<file path="src/rtl/jtag_host_driver.sv">
// Host-side JTAG sequencer: turns single-beat TAP_RESET / SHIFT_IR / SHIFT_DR
// commands into TCK/TMS/TDI sequences and returns the captured TDO bits.
module jtag_host_driver #(
    parameter int MAX_LEN = 32,
    parameter int DIV     = 2,
    localparam int LW     = $clog2(MAX_LEN + 1)
) (
    input  logic               clk,
    input  logic               rst_n,
    input  logic               cmd_valid,
    output logic               cmd_ready,
    input  logic [1:0]         cmd_op,
    input  logic [LW-1:0]      cmd_len,
    input  logic [MAX_LEN-1:0] cmd_data,
    output logic               rsp_valid,
    input  logic               rsp_ready,
    output logic [MAX_LEN-1:0] rsp_data,
    output logic               rsp_err,
    output logic               busy,
    output logic               jtag_tck,
    output logic               jtag_tms,
    output logic               jtag_tdi,
    output logic               jtag_trst_n,
    input  logic               jtag_tdo
);

    localparam int IW = (MAX_LEN > 1) ? $clog2(MAX_LEN) : 1;
    localparam int CW = (DIV > 1) ? $clog2(2 * DIV) : 1;

    localparam logic [1:0] OP_RESET = 2'd0;
    localparam logic [1:0] OP_IR    = 2'd1;
    localparam logic [1:0] OP_RSVD  = 2'd3;

    typedef enum logic [2:0] {
        ST_IDLE,
        ST_TRST,
        ST_PRE,
        ST_SHIFT,
        ST_POST,
        ST_RESP
    } state_t;

    state_t             state_reg;
    logic [1:0]         op_reg;
    logic [LW-1:0]      len_reg;
    logic [MAX_LEN-1:0] data_reg;
    logic [LW-1:0]      bit_cnt_reg;
    logic [CW-1:0]      cnt_reg;
    logic               tck_reg;
    logic               tms_reg;
    logic               tdi_reg;
    logic               trst_n_reg;
    logic               busy_reg;
    logic               rsp_valid_reg;
    logic               rsp_err_reg;
    logic [MAX_LEN-1:0] rsp_data_reg;

    logic               cmd_err;
    logic               last_bit;
    state_t             state_next;
    logic [LW-1:0]      idx_next;
    logic               tms_next;
    logic               tdi_next;
    logic [LW-1:0]      pre_last;

    assign cmd_ready   = !busy_reg && !rsp_valid_reg;
    assign busy        = busy_reg;
    assign rsp_valid   = rsp_valid_reg;
    assign rsp_err     = rsp_err_reg;
    assign rsp_data    = rsp_data_reg;
    assign jtag_tck    = tck_reg;
    assign jtag_tms    = tms_reg;
    assign jtag_tdi    = tdi_reg;
    assign jtag_trst_n = trst_n_reg;

    // TAP_RESET ignores cmd_len; only shift ops have a meaningful length.
    assign cmd_err = (cmd_op == OP_RSVD) ||
                     ((cmd_op != OP_RESET) &&
                      ((cmd_len == '0) || (int'(cmd_len) > MAX_LEN)));

    always_comb begin
        pre_last = LW'(2);
        if (op_reg == OP_RESET) begin
            pre_last = LW'(5);
        end else if (op_reg == OP_IR) begin
            pre_last = LW'(3);
        end
    end

    // Work out which TCK bit comes next and what TMS/TDI it needs.
    always_comb begin
        last_bit = 1'b1;
        case (state_reg)
            ST_PRE:   last_bit = (bit_cnt_reg == pre_last);
            ST_SHIFT: last_bit = (bit_cnt_reg == len_reg - LW'(1));
            ST_POST:  last_bit = (bit_cnt_reg == LW'(1));
            default:  last_bit = 1'b1;
        endcase

        state_next = state_reg;
        idx_next   = bit_cnt_reg + LW'(1);
        if (last_bit) begin
            idx_next = '0;
            case (state_reg)
                ST_PRE:   state_next = (op_reg == OP_RESET) ? ST_RESP : ST_SHIFT;
                ST_SHIFT: state_next = ST_POST;
                default:  state_next = ST_RESP;
            endcase
        end

        tms_next = 1'b0;
        tdi_next = 1'b0;
        case (state_next)
            ST_PRE: begin
                if (op_reg == OP_RESET) begin
                    tms_next = (idx_next < LW'(5));
                end else if (op_reg == OP_IR) begin
                    tms_next = (idx_next < LW'(2));
                end else begin
                    tms_next = (idx_next == '0);
                end
            end
            ST_SHIFT: begin
                tms_next = (idx_next == len_reg - LW'(1));
                tdi_next = data_reg[idx_next[IW-1:0]];
            end
            ST_POST: tms_next = (idx_next == '0);
            default: tms_next = 1'b0;
        endcase
    end

    always_ff @(posedge clk or negedge rst_n) begin
        if (!rst_n) begin
            state_reg     <= ST_IDLE;
            op_reg        <= OP_RESET;
            len_reg       <= '0;
            data_reg      <= '0;
            bit_cnt_reg   <= '0;
            cnt_reg       <= '0;
            tck_reg       <= 1'b0;
            tms_reg       <= 1'b1;
            tdi_reg       <= 1'b0;
            trst_n_reg    <= 1'b1;
            busy_reg      <= 1'b0;
            rsp_valid_reg <= 1'b0;
            rsp_err_reg   <= 1'b0;
            rsp_data_reg  <= '0;
        end else begin
            case (state_reg)
                ST_IDLE: begin
                    if (cmd_valid && cmd_ready) begin
                        op_reg       <= cmd_op;
                        len_reg      <= cmd_len;
                        data_reg     <= cmd_data;
                        bit_cnt_reg  <= '0;
                        cnt_reg      <= '0;
                        rsp_data_reg <= '0;
                        if (cmd_err) begin
                            state_reg     <= ST_RESP;
                            rsp_valid_reg <= 1'b1;
                            rsp_err_reg   <= 1'b1;
                        end else begin
                            rsp_err_reg <= 1'b0;
                            busy_reg    <= 1'b1;
                            tms_reg     <= 1'b1;
                            tdi_reg     <= 1'b0;
                            if (cmd_op == OP_RESET) begin
                                state_reg  <= ST_TRST;
                                trst_n_reg <= 1'b0;
                            end else begin
                                state_reg <= ST_PRE;
                            end
                        end
                    end
                end
                ST_TRST: begin
                    if (cnt_reg == CW'(2 * DIV - 1)) begin
                        trst_n_reg <= 1'b1;
                        cnt_reg    <= '0;
                        state_reg  <= ST_PRE;
                    end else begin
                        cnt_reg <= cnt_reg + CW'(1);
                    end
                end
                ST_PRE, ST_SHIFT, ST_POST: begin
                    if (cnt_reg != CW'(DIV - 1)) begin
                        cnt_reg <= cnt_reg + CW'(1);
                    end else begin
                        cnt_reg <= '0;
                        if (!tck_reg) begin
                            tck_reg <= 1'b1;
                            if (state_reg == ST_SHIFT) begin
                                rsp_data_reg[bit_cnt_reg[IW-1:0]] <= jtag_tdo;
                            end
                        end else begin
                            // Falling TCK edge: present the next bit's TMS/TDI.
                            tck_reg     <= 1'b0;
                            tms_reg     <= tms_next;
                            tdi_reg     <= tdi_next;
                            bit_cnt_reg <= idx_next;
                            state_reg   <= state_next;
                            if (state_next == ST_RESP) begin
                                busy_reg      <= 1'b0;
                                rsp_valid_reg <= 1'b1;
                            end
                        end
                    end
                end
                ST_RESP: begin
                    if (rsp_ready) begin
                        rsp_valid_reg <= 1'b0;
                        state_reg     <= ST_IDLE;
                    end
                end
                default: state_reg <= ST_IDLE;
            endcase
        end
    end

endmodule

</file>
<file path="config.mk">
export PLATFORM = sky130hd
export DESIGN_NAME = jtag_host_driver
export DESIGN_NICKNAME = d
export VERILOG_FILES = /design/src/rtl/jtag_host_driver.sv
export SDC_FILE = /design/constraint.sdc
export NUM_CORES = 1
export LEC_CHECK = 0
export ABC_AREA = 1
export CAP_MARGIN = 30
export CORE_MARGIN = 4
export CORE_UTILIZATION = 58
export DETAILED_ROUTE_END_ITERATION = 6
export PLACE_DENSITY = 0.93
export SKIP_LAST_GASP = 1
export SLEW_MARGIN = 15
export SYNTH_ARGS = -nofsm -noshare
export SYNTH_HDL_FRONTEND = slang
export SYNTH_SLANG_ARGS = --single-unit
</file>
<file path="constraint.sdc">
create_clock -name clk -period 6.6 [get_ports clk]
set_input_delay 1.32 -clock clk [delete_from_list [all_inputs] [get_ports clk]]
set_output_delay 1.32 -clock clk [all_outputs]
set_load 0.02 [all_outputs]
</file>
==> impl_metrics.env <==
export IMPL_status="complete, no violations"
export IMPL_finalClockSkew_ps=9.62
export IMPL_slowest_delay_ps=540
export IMPL_dpl_hpwl_um=9330
export IMPL_tightest_slew_ps=908
export IMPL_irDropWorstVdd_v=0.000207
export IMPL_drcViolationCount=0
export IMPL_critPathSlowestCell="inv_1"
export IMPL_yosys_warnings=0
export IMPL_drv_cap=0
export IMPL_antenna_found_initial=0
export IMPL_final_cell_mix="227 x nand2_1, 88 x dfrtp_1, 83 x clkdlybuf4s50_1"
export IMPL_diodes=0
export IMPL_fin_crit_sh_pct=70.1
export IMPL_dp_slack_ps=1650
export IMPL_syn_avg_cell_area_um2=7.34
export IMPL_utilization_pct=73.2
export IMPL_n_fill_cell=625
export IMPL_dieArea_um2=10200
export IMPL_cts_resized=0
export IMPL_ys_seq_elements=90
export IMPL_power_density_nw_per_um2=463
export IMPL_crit_family="buffers and inverters"
export IMPL_drive_gt1_share_pct=4.91
export IMPL_slew_violations=0
export IMPL_clk_insertion_delay_late_ps=370
export IMPL_grt_util_all_layers_pct=26.0
export IMPL_end_kind="flop"
export IMPL_tns_ps=0
export IMPL_synth_top_area_share_pct=44.1
export IMPL_synth_cells=680
export IMPL_crit_buf_inv=5
export IMPL_yosys_area_top_type="dfrtp_1"
export IMPL_postPlaceCellArea_um2=5880
export IMPL_crit_path_max_fanout=50
export IMPL_grt_max_degree=51
export IMPL_cts_root_buf="clkbuf_8"
export IMPL_detail_route_iter0_violations=424
export IMPL_grt_pass1_wl_um=21300
export IMPL_overflow=0
export IMPL_cp_start_kind="primary input"
export IMPL_synth_area_leaders="dfrtp_1 44%, nand2_1 17%, o21ai_0 5.2%"
export IMPL_cts_tree="yes"
export IMPL_finalNonFillerCells=858
export IMPL_gp_congestion=0.907
export IMPL_cts_hold_fix_buffers=0
export IMPL_cts_clk_slew_worst_paths_ps=90
export IMPL_die_h_um=101
export IMPL_hp_class="flop to flop"
export IMPL_syn2layout_area_growth_pct=21.8
export IMPL_io_buffers=84
export IMPL_regToRegSetupSlack_ps=2500
export IMPL_firstDrtPassIters=5
export IMPL_wl_per_cell_um=14.9
export IMPL_initial_core_util_pct=60.1
export IMPL_fin_crit_ps=4630
export IMPL_nets=801
export IMPL_synth_area_um2=4990
export IMPL_path_cells="clkdlybuf4s50_1, nand2_1, nor2_2, buf_4, inv_1, nand2_1, nand2_1, inv_2, nand3_1, buf_8, o31ai_1"
export IMPL_max_freq_ghz=0.216
export IMPL_cts_max_path_buffers=2
export IMPL_rows=33
export IMPL_slew_headroom_pct=39.4
export IMPL_path_common_cell="nand2_1"
export IMPL_die_w_um=101
export IMPL_via_count=4869
export IMPL_setup_viol_count_final=0
export IMPL_hold_viol_final=0
export IMPL_cts_sinks=90
export IMPL_io_pins=85
export IMPL_ys_seq_area_share_pct=45.2
export IMPL_rsz0062_at_grt="no"
export IMPL_worstPathArrival_ps=4890
export IMPL_htree_levels=3
export IMPL_numCtsBuffers=9
export IMPL_cts_setup_buffers=0
export IMPL_holdWs_ps=477
export IMPL_final_common_cell="nand2_1"
export IMPL_worst_setup_path_type="primary input to flop"
export IMPL_dp_cells=842
export IMPL_grt_pass1_vias=4681
export IMPL_setup_ws_ps=1970
export IMPL_multi_input_area_um2=2340
export IMPL_design_area_um2=6080
export IMPL_core_um2=8300
export IMPL_wirelength_um=12800
export IMPL_crit_required_ps=6860
export IMPL_seq_area_um2=2250
export IMPL_ant_nets=0
export IMPL_p_leak_nw=2.85
export IMPL_syn_num_nets=733
export IMPL_avgViaCountPerCell=5.67
export IMPL_design_power_total_mw=2.82
export IMPL_yosys_cell_types_count=35
-- cell type report --
cell class | count | area share, %
flip-flops and latches | 90 | 37.1
repair buffers | 88 | 14.7
inverters | 70 | 4.32
clock buffers | 10 | 2.10
multi-input cells | 489 | 38.5
clock inverters | 6 | 1.11
well taps | 105 | 2.16
-- report_power, final --
part	leakage (nW)	total (mW)	internal, mW	switching (mW)
sequential	1.17	0.916	0.758	0.157
clock	0.0925	0.381	0.176	0.205
combinational	1.59	1.52	0.525	0.994
total	2.85	2.82	1.46	1.36
-- cells in the mapped netlist (all sizes together) --
master     n
ha         8
dfrtp     88
nor3       6
nand2    230
buf       10
a2bb2oi    1
nand3b     1
clkbuf    21
nand3     51
nor2      50
xor2       6
a21oi     30
or2        1
o21ai     54
and2       1
nand4     13
clkinv     2
o311ai     1
inv       68
o211ai     2
o31ai     22
o2111ai    1
o22ai     11
dfstp      2
-- kinds of logic (layout without fill, tap and decap cells) --
group	Yosys count	in the layout	share of synthesized area, %
XOR/XNOR	6	6	1.05
adder cells (fa/ha/maj)	8	8	2.01
AND/OR/NAND/NOR	353	353	29.7
flip-flops	90	90	45.2
AO/OA/AOI/OAI	122	122	14.1
buffers and inverters	101	174	7.97
-- tightest hold or removal path: cells and delay by family (launching register included) --
| family | cells | cell delay, ps |
|---|---|---|
| flops | 1 | 350 |
| simple gates | 2 | 110 |
-- path summary, 6_finish.rpt --
check	start	endpoint	cells past startpoint
min in group asynchronous	rst_n	rsp_data[6]	1
worst min register to register	op_reg[0]	op_reg[0]	2
worst max-delay path	cmd_valid	rsp_data[16]	11
worst max register to register	state_reg[2]	rsp_data[16]	13
max in group asynchronous	rst_n	data_reg[25]	2
worst min-delay path	op_reg[0]	op_reg[0]	2
-- routing by layer --
metal	GRT usage (%)	wire length (µm)	up-vias
li1	-	-	2347
met1	32.0	5170	2266
met2	45.6	6450	224
met3	4.29	968	32
met4	9.64	239	0
met5	0	0	-
No activity file was read; power rests on OpenSTA's default activity.
